===== config.mk =====
export PLATFORM = sky130hd
export DESIGN_NAME = jump_input
export DESIGN_NICKNAME = d
export VERILOG_FILES = /design/src/rtl/jump_input.sv
export SDC_FILE = /design/constraint.sdc
export NUM_CORES = 1
export LEC_CHECK = 0
export ABC_AREA = 1
export BUFFER_PORTS_ARGS = -buffer_cell sky130_fd_sc_hd__buf_2
export CAP_MARGIN = 30
export CORE_ASPECT_RATIO = 1.1
export CORE_MARGIN = 2
export CORE_UTILIZATION = 40
export CTS_BUF_LIST = sky130_fd_sc_hd__clkbuf_8
export CTS_CLUSTER_SIZE = 8
export DETAILED_ROUTE_END_ITERATION = 8
export HOLD_SLACK_MARGIN = 0.03
export PLACE_DENSITY_LB_ADDON = 0.3
export SKIP_LAST_GASP = 1
export SLEW_MARGIN = 20
export SYNTH_ARGS = -nofsm -noshare
export SYNTH_HDL_FRONTEND = slang
export SYNTH_SLANG_ARGS = --single-unit

===== constraint.sdc =====
create_clock -name clk -period 1.9 [get_ports clk]
set_clock_uncertainty 0.05 [all_clocks]
set_input_delay 0.38 -clock clk [delete_from_list [all_inputs] [get_ports clk]]
set_output_delay 0.38 -clock clk [all_outputs]
set_load 0.02 [all_outputs]

===== src/rtl/jump_input.sv =====
// jump_input: turns a bouncy jump pushbutton into a debounced level and a
// charge-based jump request that lasts one game step.
// The raw button passes through a two-flop synchronizer and a debounce
// counter to give btn_level. While the button is held, charge counts game
// steps. Releasing the button arms a jump with that strength, and the jump
// fires on the next game step.
module jump_input #(
  parameter int DEBOUNCE_CYCLES = 500000,
  parameter int CNT_W           = 20,
  parameter int MAX_CHARGE      = 15
) (
  input  logic       clk,
  input  logic       reset_n,
  input  logic       sim_tick,
  input  logic       btn_raw,
  output logic       jump_r,
  output logic [3:0] jump_power,
  output logic       btn_level,
  output logic       charging
);

  // Last count value of a run of mismatches; the level is accepted at this count.
  localparam logic [CNT_W-1:0] DB_LAST    = CNT_W'(DEBOUNCE_CYCLES - 1);
  localparam logic [CNT_W-1:0] DB_ONE     = CNT_W'(1);
  localparam logic [3:0]       CHARGE_MAX = 4'(MAX_CHARGE);

  typedef enum logic [1:0] {
    IDLE,
    CHARGING,
    PENDING,
    FIRE
  } jumpState_t;

  // Adds one step of charge, but never goes past the configured maximum.
  function automatic logic [3:0] satInc(input logic [3:0] value);
    return (value >= CHARGE_MAX) ? value : value + 4'd1;
  endfunction

  // A release always gives at least the weakest jump, even with no charge.
  function automatic logic [3:0] floorOne(input logic [3:0] value);
    return (value == 4'd0) ? 4'd1 : value;
  endfunction

  logic             syncP0;
  logic             syncP1;
  logic [CNT_W-1:0] dbCount;
  logic             levelPrev;
  logic             pressEvt;
  logic             releaseEvt;
  jumpState_t       state;
  logic [3:0]       charge;
  logic [3:0]       chargeNext;

  // Two-flop synchronizer; this is the only logic that samples btn_raw.
  always_ff @(posedge clk) begin
    if (!reset_n) begin
      syncP0 <= 1'b0;
      syncP1 <= 1'b0;
    end else begin
      syncP0 <= btn_raw;
      syncP1 <= syncP0;
    end
  end

  // Debounce: accept a new level only after it persists for DEBOUNCE_CYCLES cycles.
  always_ff @(posedge clk) begin
    if (!reset_n) begin
      dbCount   <= '0;
      btn_level <= 1'b0;
    end else if (syncP1 == btn_level) begin
      dbCount <= '0;
    end else if (dbCount == DB_LAST) begin
      dbCount   <= '0;
      btn_level <= syncP1;
    end else begin
      dbCount <= dbCount + DB_ONE;
    end
  end

  // Delayed copy of the accepted level, used to detect press and release edges.
  always_ff @(posedge clk) begin
    if (!reset_n) begin
      levelPrev <= 1'b0;
    end else begin
      levelPrev <= btn_level;
    end
  end

  assign pressEvt   = btn_level & ~levelPrev;
  assign releaseEvt = ~btn_level & levelPrev;

  // Charge after this cycle's game step, so a release in the same cycle still counts it.
  assign chargeNext = sim_tick ? satInc(charge) : charge;

  // Jump FSM: charge while held, latch power on release, fire for one game step.
  always_ff @(posedge clk) begin
    if (!reset_n) begin
      state      <= IDLE;
      charge     <= 4'd0;
      jump_r     <= 1'b0;
      jump_power <= 4'd0;
      charging   <= 1'b0;
    end else begin
      unique case (state)
        IDLE: begin
          if (pressEvt) begin
            state    <= CHARGING;
            charge   <= 4'd0;
            charging <= 1'b1;
          end
        end
        CHARGING: begin
          charge <= chargeNext;
          if (releaseEvt) begin
            state      <= PENDING;
            jump_power <= floorOne(chargeNext);
            charging   <= 1'b0;
          end
        end
        PENDING: begin
          // Button edges are ignored here; only the game step moves us on.
          if (sim_tick) begin
            state  <= FIRE;
            jump_r <= 1'b1;
          end
        end
        FIRE: begin
          // Hold the request for one whole game step. When it ends, use the
          // current button level to choose the next state.
          if (sim_tick) begin
            jump_r <= 1'b0;
            if (btn_level) begin
              state    <= CHARGING;
              charge   <= 4'd0;
              charging <= 1'b1;
            end else begin
              state <= IDLE;
            end
          end
        end
      endcase
    end
  end

endmodule


# Yosys cells after proc, flatten, opt, wreduce, memory -nomap -nowiden
# Cells that the tools add are included.
# op_classes
order_cmp	1
muxes	21
n_eq_ne	10
bitwise	6
n_reduce_logical	11
add_sub_neg	2
# ops
op	n
4-bit 2-to-1 mux	6
20-bit by 1-bit adder with 20-bit output (second input constant)	1
20-bit by 19-bit equality test with 1-bit output (second input constant)	1
4-bit case mux with 3 select lines	1
2-bit != test (second input constant)	5
2-bit 2-to-1 mux	4
2-bit case mux with 4 select lines	1
4-bit AND reduction	2
1-bit 2-to-1 mux	7
5-bit AND reduction	1
4-bit by 1-bit adder with 4-bit output (second input constant)	1
2-bit equality test (second input constant)	2
4-bit greater-or-equal comparator (second input constant)	1
4-bit logical NOT	1
1-bit inverter	4
2-bit AND reduction	2
1-bit case mux with 3 select lines	1
3-bit AND reduction	1
3-bit nonzero test	1
3-bit OR reduction	1
1-bit bitwise AND	2
2-bit by 1-bit equality test with 1-bit output (second input constant)	1
2-bit logical NOT	1
1-bit case mux with 2 select lines	1
other kinds (2)	2
# totals
word_cells	61
out_inout_bits	7
ff_bits	36
inputBits	4

# Depth between registers and ports, before layout
# Gate-level depths: netlist (run 1).
# logic_depth
depth_word	5
depth_mapped	9
depth_no_buf	9

# Worst setup path after synthesis (run 1)
# No wires, ideal clock.
# synth_timing
path_kind	register -> register
from	register dbCount[0]
to	register dbCount[15]
path_stages_with_launch	8
required_ns	1.735
setup_time_ns	0.115
t_arrival_ns	1.239
slack_ns	0.496
path_buffers	1
path_cell_list	dfxtp_1 ha_1 nand3_2 nor2_1 nand3_1 o21ai_2 buf_6 nor2_1
# synth_via
elab_chain_cells	2
word_cells_on_any_way	3
classes_between	add/sub: 1; eq/ne: 1; reduce/logical: 1
# synth_rtl
element	line	rtl
from (decl)	46	logic [CNT_W-1:0] dbCount;
from (signal assigned)	76	dbCount <= dbCount + DB_ONE;
parallel branches: the longest is 2 deep, another holds 20-bit by 1-bit adder with 20-bit output	-	
# Parallel ways; which one is timed is not known.
# A chain may end at the register's enable or synchronous reset.

# Worst setup path after layout (run 1)
# layout_timing
from	register state[0]
to	register charging
# layout_via
elab_chain_cells	3
word_cells_on_any_way	10
classes_between	eq/ne: 6; mux: 1; reduce/logical: 3
# layout_rtl
element	line	rtl
from (decl)	50	jumpState_t state;
from (signal assigned)	98	state <= IDLE;
from (signal assigned)	107	state <= CHARGING;
from (signal assigned)	115	state <= PENDING;
2-bit by 1-bit equality test with 1-bit output, or another cell as far along	104	unique case (state)
2-bit != test (no line) or 3-bit nonzero test (tied branches)	-	
5-bit AND reduction (no line)	-	
to (signal assigned)	102	charging <= 1'b0;
to (signal assigned)	109	charging <= 1'b1;
to (signal assigned)	117	charging <= 1'b0;
to (decl)	19	output logic charging
# Parallel ways exist; a longest one is shown, timed or not.

==> results_dict.tcl, run 1 <==
set metrics [dict create \
    num-nets-final 306 \
    antenna_found_initial 0 \
    synth_area_sq_um 1919 \
    critPathCaptureType "register" \
    final_core_util_pct 46.18 \
    clk_latency_ps 290 \
    diodes 0 \
    synth_cell_types 26 \
    critPathMaxStageDelay_ps 420 \
    cts_buffers 5 \
    clkTransAtPathRegs_ps 80 \
    place_congestion 0.8133 \
    outcome "complete, no violations" \
    synth.most_common_cell "nand2_1" \
    num_vias 1663 \
    synthArstFlopShare_pct 0 \
    portBuffers 10 \
    path_buf_inv 2 \
    synth_edf_count 0 \
    synth.avg_cell_area_sq_um 6.855 \
    start_util_pct 41.55 \
    cts_root_buffer "clkbuf_8" \
    grt_use_total_pct 15.22 \
    detail_route.wl_per_cell_um 10.35 \
    hp-class "in2reg" \
    ys_seq_area_share_pct 37.55 \
    timing.rr.start "state[0]" \
    clk_path_buf_depth 2 \
    die_x_um 70.05 \
    synth_common_cells "nand2_1, nor2_1, dfxtp_1, inv_1, a21oi_1" \
    critPathTopFamily "flip-flops" \
    cts_max_level 2 \
    max_slew_margin_pct 81.47 \
    overflow 0 \
    rows 26 \
    numClockSinks 36 \
    setup.worst_path.start_class "register" \
    rsz0062_at_grt "no" \
    ant_nets 0 \
    p_leak_nw 0.7962 \
    netlist_instances 280 \
    critPathRequiredTime_ps 2030 \
    drv_cap 0 \
    cp_max_fo 6 \
    ys.flop_type "dfxtp_1" \
    critPathLaunch "state[0]" \
    holdBufCountCts 0 \
    critPathKind "reg2reg" \
    drtIter0Drc 55 \
    ioPinCount 11 \
    path_common_cell "inv_1" \
    ys_ff_latch 36 \
    synthTopCellsByArea "dfxtp_1, nand2_1, nor2_1" \
    layout_min_cycle_time_ps 1596 \
    coreArea_sq_um 4619 \
    synth_top_area_cell "dfxtp_1" \
    worst_ir_drop_vdd_mv 0.3308 \
    ys.warnings.count 0 \
    tightest_slew_ps 277.0 \
    dieArea_sq_um 5369 \
    drc 0 \
    dr.pass1.iters 4 \
    cts_setup_buffers 0 \
    setup_viol 0 \
    fin_tns_setup_ps 0 \
    drive_gt1_share_pct 11.82 \
    cp.arrival_ps 1730 \
    routed_wl_um 3644 \
    synth_nets 291 \
    syn_to_final_growth_pct 11.15 \
    cts_resized 0 \
    hold_viol_final 0 \
    fill_cells 501 \
    cts_tree "yes" \
    cp_slowest_cell "dfxtp_1" \
    fin_crit_sh_pct 83.98 \
    yosys.area.top_type_share_pct 37.55 \
    crit_chain "inv_1, ha_1, o21ai_2, nand2_1, nor2_4, inv_1, o21ai_0, nor2_1" \
    min_from "btn_raw" \
    max_freq_ghz 0.6267 \
    die_y_um 76.65 \
    grt_max_degree 14 \
    grt_pass1_vias 1632 \
    finalMaxSlewViolations 0 \
    p_per_area_nw_per_um2 894.5 \
    viasPerCell 4.724 \
    dp_hpwl_um 2855 \
    grt_pass1_wl_um 6596 \
]
## state kept, by name, indices dropped and copies added, names as in the netlist
signal	count
charge	4
dbCount	20
levelPrev	1
state	2
charging	1
btn_level	1
syncP1	1
syncP0	1
jump_r	1
jump_power	4
## worst reg2reg max path, cell delays in order (launching register included)
cell     delay [ps]
dfxtp_1         420
inv_1           110
ha_1            240
o21ai_2          70
nand2_1         100
nor2_4          140
inv_1           120
o21ai_0         190
nor2_1           60
## final timing paths
| check | depth (start not counted) | slack, ps | endpoint |
|---|---|---|---|
| hold / removal | 3 | 220 | syncP0 |
| setup / recovery | 8 | 300 | charging |
| hold reg to reg | 2 | 370 | syncP1 |
| setup reg to reg | 8 | 300 | charging |
## kinds of logic (layout without fill, tap and decap cells)
logic type / after synthesis / in the layout / share of synthesized area, %
simple gates: 154 / 154 / 35.07
buf+inv: 42 / 58 / 9.127
flops: 36 / 36 / 37.55
compound gates: 32 / 32 / 9.583
xor+xnor: 9 / 9 / 4.107
fa+ha+maj: 7 / 7 / 4.563
## power by group
part	switching, mW	total, mW	leakage [nW]	internal [mW]
Clock	0.280	0.668	0.0541	0.388
Combinational	0.265	0.409	0.451	0.144
Sequential	0.0354	0.831	0.291	0.796
## area by class of cell
class	count	area (sq um)	share of cell area, %
well taps	56	70.07	3.284
clock inverters	3	42.54	1.994
inverters	38	142.6	6.686
multi-input cells	202	1023	47.98
repair buffers	12	65.06	3.050
clock buffers	5	68.82	3.226
flip-flops and latches	36	720.7	33.78
## metal layers
| layer | part of all wire (%) | global-route usage, % |
|---|---|---|
| met5 | 0 | 0 |
| met3 | 3.1 | 4.599 |
| met4 | 1.5 | 4.808 |
| met1 | 45 | 16.86 |
| met2 | 51 | 27.62 |
## stage by stage
stage | total power [mW] | hold slack [ps] | setup slack (ps) | instances | area (sq um)
3_5_place_dp | 1.264 | 351.3 | 291.7 | 344 | 2022
4_1_cts | 1.944 | 212.9 | 284.1 | 352 | 2133
5_1_grt | 2.047 | 259.7 | 94.12 | 352 | 2133
3_3_place_gp | 1.245 | 350.7 | 332.5 | 344 | 2022
6_report | 1.908 | 219.8 | 304.3 | 352 | 2133
2_1_floorplan | 1.172 | 340.5 | 495.9 | 280 | 1919
## cell usage in the layout (no fill, tap or decap), types with 2 or more instances in the layout
cell type  instances
nand4_1            4
nand3b_1           2
o211ai_1           2
nand3_2            3
buf_4              2
o21ai_0            8
ha_1               7
buf_2             10
nand3_1           15
inv_1             36
inv_2              2
dfxtp_1           36
clkbuf_8           5
nand2_1           80
a21oi_1           16
o21ai_2            2
nor2_4             4
o21bai_1           2
xor2_1             7
xnor2_1            2
nor2_1            42
Note: power is estimated with default switching activity, not from simulation.
==> run 2, diff against run 1 <==
==> constraint.sdc (replaced) <==
create_clock -name clk -period 1.4 [get_ports clk]
set_clock_uncertainty 0.05 [all_clocks]
set_input_delay 0.28 -clock clk [delete_from_list [all_inputs] [get_ports clk]]
set_output_delay 0.28 -clock clk [all_outputs]
set_load 0.02 [all_outputs]
==> results_dict.tcl, run 2 (synthesized netlist as in run 1, its figures left out) <==
set metrics [dict create \
    overflow 0 \
    routed_wl_um 4164 \
    hold_depth 3 \
    combinationalPowerShare_pct 33.7 \
    clk_latency_ps 280 \
    final_common_cell "nand2_1" \
    die_y_um 76.65 \
    hp-class "in2reg" \
    cts_root_buffer "clkbuf_8" \
    max_slew_margin_pct 80.58 \
    clkTransAtPathRegs_ps 70 \
    post-place-ws_ps -61.68 \
    worst_ir_drop_vdd_mv 0.5316 \
    start_util_pct 41.55 \
    p_per_area_nw_per_um2 1101 \
    holdBufCountCts 0 \
    setup_viol 4 \
    fin_tns_setup_ps -4.481 \
    layout_min_cycle_time_ps 1402 \
    clk_path_buf_depth 2 \
    r2r_cells 7 \
    grt_pass1_vias 1756 \
    detail_route.wl_per_cell_um 11.05 \
    rsz0062_at_grt "yes" \
    sw_frac_of_total_pct 31.88 \
    dr.pass1.iters 4 \
    tightest_slew_ps 290.9 \
    use_met3_pct 3.679 \
    placed_cell_area_sq_um 2175 \
    violations "negative setup slack" \
    grt.busiest_layer "met2" \
    final_core_util_pct 54.14 \
    final_cell_mix "nand2_1, inv_1, nor2_1, dfxtp_1, buf_4" \
    timing.rr.start "dbCount[1]" \
    cts_buffers 5 \
    cts_tree "yes" \
    clkPwrFrac_pct 24.2 \
    rows 26 \
    grt_use_total_pct 16.79 \
    r2r-end "dbCount[15]" \
    hold_end "syncP0" \
    min_from "btn_raw" \
    die_x_um 70.05 \
    cp.arrival_ps 1520 \
    setup.worst_path.start_class "register" \
    antenna_found_initial 0 \
    fin_cells 377 \
    holdWs_ps 132.9 \
    intPower_mw 1.876 \
    portBuffers 10 \
    hold_viol_final 0 \
    cts_max_level 2 \
    met2_usage_pct 30.57 \
    ant_nets 0 \
    post-place-cells 364 \
    critPathKind "reg2reg" \
    regToRegSetupSlack_ps -2 \
    grt_use_met1_pct 18.60 \
    place_congestion 0.8333 \
    drv_cap 0 \
    cp_max_fo 5 \
    p_leak_nw 0.9215 \
    num_vias 1779 \
    num-nets-final 332 \
    drtIter0Drc 63 \
    diodes 0 \
    drive_gt1_share_pct 33.96 \
    total_power_mw 2.753 \
    seqPwrFrac_pct 42.1 \
    coreArea_sq_um 4619 \
    top_register "dbCount" \
    grt_max_degree 11 \
    final_area_sq_um 2501 \
    p_switching_uw 877.8 \
    finalMaxSlewViolations 0 \
    viasPerCell 4.719 \
    fin_crit_sh_pct 100.2 \
    max_freq_ghz 0.7131 \
    syn_to_final_growth_pct 30.31 \
    dieArea_sq_um 5369 \
    outcome "finished, violations left" \
    grt_pass1_wl_um 7327 \
    drc 0 \
    ioPinCount 11 \
    dp_hpwl_um 2981 \
    reg_top3 "dbCount: 20 flops, charge: 4 flops, jump_power: 4 flops" \
    critPathCaptureType "register" \
    critPathRequiredTime_ps 1520 \
    fin_ws_ps -2.312 \
    largest_register_ffs 20 \
    numClockSinks 36 \
]
-- run 2: changes by cell type in the layout (fill, tap and decap cells not counted), sizes merged --
cell	change
clkinvlp	-1
inv	+1
buf	+26
bufinv	-1
-- run 2: routing by layer --
metal,part of all wire (%),vias to the layer above
met2,52,21
li1,-,955
met1,44,798
met3,2.3,5
met5,0,-
met4,1.4,0
-- run 2: worst max-delay path: stages (launching register included) --
cell and delay [ps]:
dfxtp_2 350, ha_4 150, nand3_4 90, nor2_4 110, nand3_4 90, o21ai_4 230, buf_6 160, nor2_1 40
-- run 2: power by group through the flow --
| stage | clock network [mW] | registers, mW | logic (mW) |
|---|---|---|---|
| after floorplan | 0 | 1.17 | 0.422 |
| after global placement | 0 | 1.15 | 0.768 |
| after detailed placement | 0 | 1.15 | 0.774 |
| after CTS | 0.702 | 1.13 | 0.813 |
| after global routing | 0.752 | 1.17 | 1.04 |
| final | 0.665 | 1.16 | 0.929 |
-- run 2: cell type report --
type,count,area (sq um)
inverter,38,145.1
tap,56,70.07
sequential,36,734.5
multi-input combinational,202,1199
clock inverter,2,8.758
clock buffer,5,68.82
timing repair buffer,38,275.3
fill,444,2118
-- run 2: worst max-delay path by stage --
stage	slack, ps	from	to
floorplan	5	state[1]	jump_power[0]
global placement	-40	state[0]	charging
detailed placement	-60	dbCount[0]	dbCount[12]
CTS	-30	dbCount[1]	dbCount[15]
global route	-90	dbCount[1]	dbCount[15]
finish	-2	dbCount[1]	dbCount[15]
-- run 2: repair_timing --
action | in CTS | in global routing
cloned | 2 | 0
endpoints found under the setup margin | 28 | 32
resized for setup | 27 | 41
buffers inserted | 1 | 3
pin swaps | 6 | 11
